**config.mk**
```make
export PLATFORM = sky130hd
export DESIGN_NAME = serialrx
export DESIGN_NICKNAME = d
export VERILOG_FILES = /design/src/rtl/serialrx_pkg.sv /design/src/rtl/serialrx_fifo.sv /design/src/rtl/serialrx.sv
export SDC_FILE = /design/constraint.sdc
export NUM_CORES = 1
export LEC_CHECK = 0
export ABC_AREA = 1
export CORE_MARGIN = 2
export CORE_UTILIZATION = 36
export CTS_CLUSTER_SIZE = 20
export DETAILED_ROUTE_END_ITERATION = 10
export PLACE_DENSITY = 0.89
export SKIP_CTS_REPAIR_TIMING = 1
export SYNTH_ARGS = -nofsm -noshare
export SYNTH_HDL_FRONTEND = slang
export SYNTH_HIERARCHICAL = 1
export SYNTH_SLANG_ARGS = --single-unit
```
**constraint.sdc**
```tcl
create_clock -name clk -period 1.9 [get_ports clk]
set_input_delay 0.38 -clock clk [delete_from_list [all_inputs] [get_ports clk]]
set_output_delay 0.38 -clock clk [all_outputs]
set_load 0.05 [all_outputs]
```
**src/rtl/serialrx_pkg.sv**
```systemverilog
// serialrx_pkg: shared types and constants for the serialrx UART receiver.
package serialrx_pkg;

  typedef enum logic [1:0] {
    ST_IDLE,
    ST_START,
    ST_DATA,
    ST_STOP
  } state_t;

  // STATUS register bit positions
  localparam int STAT_VALID  = 0;
  localparam int STAT_FERR   = 1;
  localparam int STAT_OVR    = 2;
  localparam int STAT_LVL_LO = 4;
  localparam int STAT_LVL_HI = 6;

  // wb_addr bit selecting DATA (0) or STATUS (1)
  localparam int ADDR_SEL_BIT = 2;

  localparam int FIFO_DEPTH = 4;

endpackage

```
**src/rtl/serialrx_fifo.sv**
```systemverilog
// serialrx_fifo: small synchronous FIFO holding received bytes.
// A pop on a full FIFO frees a slot for a push in the same cycle.
module serialrx_fifo #(
  parameter int WIDTH = 8,
  parameter int DEPTH = 4
) (
  input  logic                           clk,
  input  logic                           rst,
  input  logic                           i_push,
  input  logic [WIDTH-1:0]               i_push_data,
  input  logic                           i_pop,
  output logic [WIDTH-1:0]               o_pop_data,
  output logic                           o_full,
  output logic                           o_empty,
  output logic [$clog2(DEPTH+1)-1:0]     o_level
);

  localparam int PW = $clog2(DEPTH);
  localparam int LW = $clog2(DEPTH + 1);

  logic [WIDTH-1:0] r_mem [DEPTH];
  logic [PW-1:0]    r_wptr;
  logic [PW-1:0]    r_rptr;
  logic [LW-1:0]    r_level;
  logic             w_do_pop;
  logic             w_do_push;

  assign o_full     = (r_level == LW'(DEPTH));
  assign o_empty    = (r_level == '0);
  assign o_level    = r_level;
  assign o_pop_data = r_mem[r_rptr];
  assign w_do_pop   = i_pop & ~o_empty;
  assign w_do_push  = i_push & (~o_full | w_do_pop);

  // storage write, no reset needed on the data array
  always_ff @(posedge clk) begin
    if (w_do_push) r_mem[r_wptr] <= i_push_data;
  end

  // pointers wrap naturally at DEPTH; level tracks occupancy
  always_ff @(posedge clk) begin
    if (rst) begin
      r_wptr  <= '0;
      r_rptr  <= '0;
      r_level <= '0;
    end else begin
      if (w_do_push) r_wptr <= r_wptr + 1'b1;
      if (w_do_pop)  r_rptr <= r_rptr + 1'b1;
      r_level <= r_level + LW'(w_do_push) - LW'(w_do_pop);
    end
  end

endmodule

```
**src/rtl/serialrx.sv**
```systemverilog
// serialrx: UART receiver with Wishbone slave port.
// Build option SERIALRX_FIFO_EN: 4-entry receive FIFO; otherwise a single
// holding register.
//
// state    | meaning
// ST_IDLE  | line idle, waiting for a falling edge on rx_s
// ST_START | counting to mid start bit, then validating it
// ST_DATA  | sampling FRAME data bits, LSB first
// ST_STOP  | sampling the stop bit, then push or flag framing error
module serialrx
  import serialrx_pkg::*;
#(
  parameter int DIVIDE = 2,
  parameter int FRAME  = 8
) (
  input  logic        clk,
  input  logic        rst,
  input  logic        uart_rx,
  input  logic [31:0] wb_addr,
  input  logic [31:0] wb_data_w,
  output logic [31:0] wb_data_r,
  input  logic        wb_we,
  input  logic        wb_stb,
  input  logic        wb_cyc,
  output logic        wb_ack,
  output logic        wb_stall,
  output logic        rx_valid
);

  localparam int DW = $clog2(DIVIDE);
  localparam int BW = $clog2(FRAME);
  // the detection cycle in IDLE is already the first cycle of the start bit
  localparam logic [DW-1:0] DIV_HALF = DW'(DIVIDE / 2 - 1);
  localparam logic [DW-1:0] DIV_LAST = DW'(DIVIDE - 1);
  localparam logic [BW-1:0] BIT_LAST = BW'(FRAME - 1);

  logic             r_sync1, r_rx_s;
  state_t           r_state, w_state_nxt;
  logic [DW-1:0]    r_div, w_div_nxt;
  logic [BW-1:0]    r_bit, w_bit_nxt;
  logic [FRAME-1:0] r_shift, w_shift_nxt;
  logic             w_push, w_ferr_set;
  logic [7:0]       w_byte, w_head;
  logic             w_full, w_empty, w_pop;
  logic [2:0]       w_level;
  logic             w_req, w_rd_data, w_rd_stat, w_wr_stat;
  logic             r_ferr, r_ovr, r_ack;
  logic [31:0]      r_data_r, w_status;
  logic             w_unused;

  assign w_unused = ^{wb_addr[31:3], wb_addr[1:0], wb_data_w[31:3], wb_data_w[0]};

  // two-flop synchroniser, idles high
  always_ff @(posedge clk) begin
    if (rst) begin
      r_sync1 <= 1'b1;
      r_rx_s  <= 1'b1;
    end else begin
      r_sync1 <= uart_rx;
      r_rx_s  <= r_sync1;
    end
  end

  // FSM and counter registers
  always_ff @(posedge clk) begin
    if (rst) begin
      r_state <= ST_IDLE;
      r_div   <= '0;
      r_bit   <= '0;
      r_shift <= '0;
    end else begin
      r_state <= w_state_nxt;
      r_div   <= w_div_nxt;
      r_bit   <= w_bit_nxt;
      r_shift <= w_shift_nxt;
    end
  end

  // next-state, bit sampling and push/framing-error strobes
  always_comb begin
    w_state_nxt = r_state;
    w_div_nxt   = r_div;
    w_bit_nxt   = r_bit;
    w_shift_nxt = r_shift;
    w_push      = 1'b0;
    w_ferr_set  = 1'b0;
    case (r_state)
      ST_IDLE: begin
        if (!r_rx_s) begin
          w_state_nxt = ST_START;
          w_div_nxt   = '0;
        end
      end
      ST_START: begin
        if (r_div == DIV_HALF) begin
          w_div_nxt = '0;
          w_bit_nxt = '0;
          w_state_nxt = r_rx_s ? ST_IDLE : ST_DATA;
        end else begin
          w_div_nxt = r_div + 1'b1;
        end
      end
      ST_DATA: begin
        if (r_div == DIV_LAST) begin
          w_shift_nxt[r_bit] = r_rx_s;
          w_div_nxt = '0;
          if (r_bit == BIT_LAST) w_state_nxt = ST_STOP;
          else                   w_bit_nxt   = r_bit + 1'b1;
        end else begin
          w_div_nxt = r_div + 1'b1;
        end
      end
      ST_STOP: begin
        if (r_div == DIV_LAST) begin
          w_push      = r_rx_s;
          w_ferr_set  = ~r_rx_s;
          w_div_nxt   = '0;
          w_state_nxt = ST_IDLE;
        end else begin
          w_div_nxt = r_div + 1'b1;
        end
      end
      default: w_state_nxt = ST_IDLE;
    endcase
  end

  assign w_byte    = 8'(r_shift);
  assign w_req     = wb_stb & wb_cyc;
  assign w_rd_data = w_req & ~wb_we & ~wb_addr[ADDR_SEL_BIT];
  assign w_rd_stat = w_req & ~wb_we &  wb_addr[ADDR_SEL_BIT];
  assign w_wr_stat = w_req &  wb_we &  wb_addr[ADDR_SEL_BIT];
  assign w_pop     = w_rd_data & ~w_empty;

`ifdef SERIALRX_FIFO_EN
  serialrx_fifo #(
    .WIDTH(8),
    .DEPTH(FIFO_DEPTH)
  ) u_fifo (
    .clk        (clk),
    .rst        (rst),
    .i_push     (w_push),
    .i_push_data(w_byte),
    .i_pop      (w_pop),
    .o_pop_data (w_head),
    .o_full     (w_full),
    .o_empty    (w_empty),
    .o_level    (w_level)
  );
`else
  logic       r_hold_v;
  logic [7:0] r_hold;

  assign w_head  = r_hold;
  assign w_full  = r_hold_v;
  assign w_empty = ~r_hold_v;
  assign w_level = {2'b00, r_hold_v};

  // single holding register; a same-cycle pop makes room for the push
  always_ff @(posedge clk) begin
    if (rst) begin
      r_hold_v <= 1'b0;
      r_hold   <= '0;
    end else if (w_push && (!r_hold_v || w_pop)) begin
      r_hold_v <= 1'b1;
      r_hold   <= w_byte;
    end else if (w_pop) begin
      r_hold_v <= 1'b0;
    end
  end
`endif

  // sticky flags: a set in the same cycle as a clear wins
  always_ff @(posedge clk) begin
    if (rst) begin
      r_ferr <= 1'b0;
      r_ovr  <= 1'b0;
    end else begin
      r_ferr <= w_ferr_set | (r_ferr & ~(w_wr_stat & wb_data_w[STAT_FERR]));
      r_ovr  <= (w_push & w_full & ~w_pop) | (r_ovr & ~(w_wr_stat & wb_data_w[STAT_OVR]));
    end
  end

  // STATUS word assembly
  always_comb begin
    w_status = '0;
    w_status[STAT_VALID] = ~w_empty;
    w_status[STAT_FERR]  = r_ferr;
    w_status[STAT_OVR]   = r_ovr;
    w_status[STAT_LVL_HI:STAT_LVL_LO] = w_level;
  end

  // registered bus response, ack exactly one cycle after each request
  always_ff @(posedge clk) begin
    if (rst) begin
      r_ack    <= 1'b0;
      r_data_r <= '0;
    end else begin
      r_ack <= w_req;
      if (w_rd_data)      r_data_r <= {24'd0, (w_empty ? 8'd0 : w_head)};
      else if (w_rd_stat) r_data_r <= w_status;
      else                r_data_r <= '0;
    end
  end

  assign wb_ack    = r_ack;
  assign wb_data_r = r_data_r;
  assign wb_stall  = 1'b0;
  assign rx_valid  = ~w_empty;

endmodule
```
Word-level counts from Yosys, hierarchy flattened
Index checks and enable logic that the tools add are counted.

cells by class
  mux-type cells = 27
  add/sub/neg operators = 2
  equality and inequality tests = 10
  shift-type cells = 0
  magnitude comparators = 2
  reduce and logical (&&, ||, !) cells = 12
  bitwise operators = 21
  multipliers = 0
  divide/modulo/power cells = 0

operators with widths
  cell                                                                    count
  8-bit two-way mux                                                       2
  1-bit AND                                                               13
  2-bit two-way mux                                                       6
  2-bit != test (second input constant)                                   6
  1-bit two-way mux                                                       10
  3-bit two-way mux                                                       3
  8-bit bitwise mux                                                       1
  2-bit one-hot mux with 4 select lines                                   1
  1-bit inverter                                                          6
  3-bit one-hot mux with 2 select lines                                   1
  5-bit two-way mux                                                       1
  5-bit AND reduction                                                     1
  2-bit equality test (second input constant)                             2
  3-bit by 4-bit < comparator with 1-bit output (second input constant)   1
  4-bit AND reduction                                                     1
  2-bit nonzero test                                                      2
  2-bit OR reduction                                                      2
  3-bit by 1-bit adder with 3-bit output (second input constant)          1
  1-bit demux with 3-bit select                                           1
  3-bit equality test (second input constant)                             1
  3-bit by 1-bit >= comparator with 1-bit output (second input constant)  1
  1-bit one-hot mux with 3 select lines                                   1
  2-bit by 1-bit equality test with 1-bit output (second input constant)  1
  1-bit logical AND                                                       2
  other kinds (6)                                                         7

word-level totals
  flip-flop bits (word level) = 60
  ROM bits = 0
  logic and storage cells = 87
  memories kept = 0
  bits in latches = 0
  output and inout port bits = 35
  memory bits (writable) = 0
  input port bits = 70

Logic depth before layout (Yosys ltp)
  depth in word-level cells = 7
  mapped depth = 9
  gate-level depth less buffers = 9

Worst setup path after synthesis
No wires, ideal clock.

  path type = flip-flop to flip-flop
  start = register r_hold_v, in the netlist rx_valid
  end = register r_hold[0]
  required time = 1.830 ns
  arrival time = 1.319 ns
  period minus slack after synthesis = 1.390 ns
  cell stages (with the launch flop) = 5
  setup time = 0.070 ns
  slack = 0.510 ns
  buffers on the path = 0
  cell sequence = dfxtp_1 > nand2_1 > nand2_4 > nand2_1 > a21oi_1

on the way
  cells in the longest elaborated chain, start to end = 3
  elaborated cells on any way between the ends = 4
  those cells by class = 1 x bitwise; 3 x reduce/logical

RTL lines
  element                                         RTL line                          RTL
  start: declaration                              serialrx.sv:150                   logic r_hold_v;
  start signal: assignment                        serialrx.sv:161                   r_hold_v <= 1'b0;
  start signal: assignment                        serialrx.sv:164                   r_hold_v <= 1'b1;
  start signal: assignment                        serialrx.sv:167                   r_hold_v <= 1'b0;
  1-bit AND or 1-bit logical NOT (tied branches)  serialrx.sv:132, serialrx.sv:163
  1-bit logical OR *                              serialrx.sv:163                   end else if (w_push && (!r_hold_v || w_pop)) begin
  1-bit logical AND *                             serialrx.sv:163
  end signal: assignment                          serialrx.sv:165                   r_hold <= w_byte;
  end: declaration                                serialrx.sv:151                   logic [7:0] r_hold;

Every way passes the cells marked *; elsewhere a longest branch is shown, timed or not.
A chain may end at the register's enable or synchronous reset.

Final worst setup path
  start = register r_data_r[7], in the netlist wb_data_r[7]
  end = output port wb_data_r[7]

RTL lines
  element                   RTL line         RTL
  start: declaration        serialrx.sv:48   logic [31:0] r_data_r, w_status;
  start signal: assignment  serialrx.sv:199  if (w_rd_data) r_data_r <= {24'd0, (w_empty ? 8'd0 : w_head)};
  start signal: assignment  serialrx.sv:200  else if (w_rd_stat) r_data_r <= w_status;
  end: declaration          serialrx.sv:21   output logic [31:0] wb_data_r,

No word-level cell between the ends.

==> qor.yml <==
most_common_flop_cell_mapped_by_yosys: "sky130_fd_sc_hd__dfxtp_1"
synth.top_cell.area_share: 0.4417
rows: 24
post_route_cells_drive_above_1_share: 0.07317
gp_routability_congestion: 0.7768
layout.core_utilization: 0.4313
yosysTopAreaCell: "sky130_fd_sc_hd__dfxtp_1"
worst_ep_arrival_time_ps: 1400
combinationalPowerShare: 0.119
rsz0062_at_grt: "no"
path_max_fanout: 1
synth_area_leaders: "sky130_fd_sc_hd__dfxtp_1 (44%), sky130_fd_sc_hd__buf_4 (12%), sky130_fd_sc_hd__nand2_1 (11%), sky130_fd_sc_hd__nor2_1 (9.0%), sky130_fd_sc_hd__nand3_1 (5.5%)"
hp-class: "register to register"
clock_path_buffers: 2
power_report.internal_total_uw: 1187
setup.worst_path.class: "register to output port"
final-setup-viol-count: 0
final_report_max_slew_violation_count: 0
post-synth-top-count-cell: "sky130_fd_sc_hd__nand2_1"
cts_root_buf: "sky130_fd_sc_hd__clkbuf_8"
ioPinCount: 105
groute.usage.overall: 0.1131
finalInstanceArea_um2: 1878
ant_nets: 0
clkSinkCount: 36
pwr-share-seq: 0.477
timing.setup.tns_ps: 0
clkLatencyLatePin_ps: 290
synth_sequential_area_ratio: 0.4417
power.leakage_uw: 0.0007279
final_critical_path_setup_slack_ps: 124.5
port_buffers: 18
actual_transition_at_the_worst_max_transition_pin_ps: 495.9
timing.critical_path.required_ps: 1520
critPathLaunchType: "register"
detailed_place_hpwl_um: 1986
antenna-diode-count: 0
max_cap_viol_count: 0
fp.dieArea_um2: 5087
critical_path.top_delay_family: "buffers and inverters"
antenna_found_initial: 0
postSynthAreaPerCell_um2: 7.284
synth.cells.most_frequent: "sky130_fd_sc_hd__nand2_1 (46), sky130_fd_sc_hd__nor2_1 (39), sky130_fd_sc_hd__dfxtp_1 (36), sky130_fd_sc_hd__buf_4 (26), sky130_fd_sc_hd__inv_1 (21)"
global_route.overflow_total: 0
vias: 1306
crit_path_top_delay_cell: "sky130_fd_sc_hd__clkdlybuf4s50_1"
cts_buf_count: 5
grt_pass1_wl_um: 4512
status: "completed"
initial_utilization: 0.3747
cell_area_power_density_nw_per_um2: 865.4
path_buf_inv: 1
num-fill-cells: 434
clk_pin_slew_worst_paths_ps: 70
clkPwrFrac: 0.404
die_width_um: 71.32
synthesis.area_um2: 1632
placed_cell_area_um2: 1767
yosysWarningCount: 6
finalCritPeriodShare: 0.9345
finalCriticalPeriod_ps: 1776
avgRoutedWirePerCell_um: 9.225
ys_ff_latch: 36
timing.critical_path.slowest_cell_delay_ps: 790
synthArstFlopShare: 0
crit_path_cell_trace: "clkdlybuf4s50_1"
largest_net_degree_at_the_start_of_global_routing: 18
wirelength_um: 2749
drc: 0
max-slew-margin-rel: 0.6684
final_hold_viol_count: 0
viasPerCell: 4.383
first_global_vias: 1135
power.ir.vdd_worst_mv: 0.2664
detail_route.first_pass.iterations: 7
switching_share: 0.2699
first_iter_violations: 43
synth.distinct_cells: 19
number_of_nets_in_the_finished_design: 317
clock_tree_from_tritoncts: "yes"
cp-end-kind: "output port"
coreArea_um2: 4354
netlist_instances: 224
place_worst_setup_slack_ps: 106.9
switchingPower_uw: 438.7
post_synth_edffs: 0
cts.htree.levels: 2
finClkSkew_ps: 4.074
achievable_frequency_mhz: 563.2
area_growth_synth_to_finish_pct: 15.11
fp.dieH_um: 71.32
cell usage in the layout, fill, tap and decap left out, types with 2 or more instances in the layout:
cell type,n
sky130_fd_sc_hd__a21oi_1,15
sky130_fd_sc_hd__buf_4,3
sky130_fd_sc_hd__clkbuf_8,5
sky130_fd_sc_hd__clkdlybuf4s50_1,17
sky130_fd_sc_hd__conb_1,25
sky130_fd_sc_hd__dfxtp_1,36
sky130_fd_sc_hd__ha_1,2
sky130_fd_sc_hd__inv_1,21
sky130_fd_sc_hd__inv_2,2
sky130_fd_sc_hd__nand2_1,46
sky130_fd_sc_hd__nand3_1,18
sky130_fd_sc_hd__nand4_1,4
sky130_fd_sc_hd__nor2_1,39
sky130_fd_sc_hd__o21ai_0,3
sky130_fd_sc_hd__o22ai_1,2
sky130_fd_sc_hd__or2_2,2
kinds of logic (layout without fill, tap and decap cells):
kind of cell,after synthesis,count (layout),share of synthesized area
DFF,36,36,0.4417
adders and majority gates,2,2,0.01533
AOI/OAI and AO/OA,20,20,0.06288
other,1,25,0.002298
and+or+nand+nor,112,112,0.2945
buffers and inverters,53,51,0.1833
worst paths after layout:
path | start | endpoint | slack (ps) | depth (start not counted)
max reg2reg | r_bit[1]$_SDFFE_PP0P_ | r_bit[0]$_SDFFE_PP0P_ | 380 | 8
min | r_sync1$_SDFF_PP1_ | r_rx_s$_SDFF_PP1_ | 420 | 1
max | wb_data_r[7]$_SDFF_PP0_ | wb_data_r[7] | 120 | 1
min reg2reg | r_sync1$_SDFF_PP1_ | r_rx_s$_SDFF_PP1_ | 420 | 1
power groups by stage:
stage	sequential (uW)	clock [uW]	combinational (uW)
floorplan	791	0	202
global route	776	699	209
finish	775	657	193
global placement	791	0	189
detailed placement	792	0	191
CTS	775	671	192
routing by layer:
layer  up-vias  global-route usage  routed length (um)  part of all wire
met2        38              0.2047                1397              0.51
met3         6             0.04360                 136             0.049
met5         -                   0                   0                 0
li1        692                   -                   -                 -
met4         0             0.06499                  62             0.023
met1       570              0.1084                1153              0.42
cell type report:
class	count	area, um2	area share
clock buffer	5	68.82	0.03664
clock inverter	3	42.54	0.02265
inverter	23	86.33	0.04597
multi-input combinational	159	701.9	0.3738
sequential	36	720.7	0.3837
tap	52	65.06	0.03464
timing repair buffer	20	192.7	0.1026
flip-flops by register name, indices dropped and copies added (netlist names), named ones only:
name       count
r_bit          3
r_div          1
r_ferr         1
r_hold         8
r_ovr          1
r_rx_s         1
r_shift        8
r_state        1
r_sync1        1
rx_valid       1
wb_ack         1
wb_data_r      8
through the flow:
step	cells	power [uW]	hold slack, ps
after floorplan	248	993.2	389.5
after global placement	290	980.4	391.1
after detailed placement	290	983.1	412.8
after CTS	298	1638	429.5
after global routing	298	1684	451.8
final	298	1625	424.7
No activity file was read; power rests on OpenSTA's default activity.
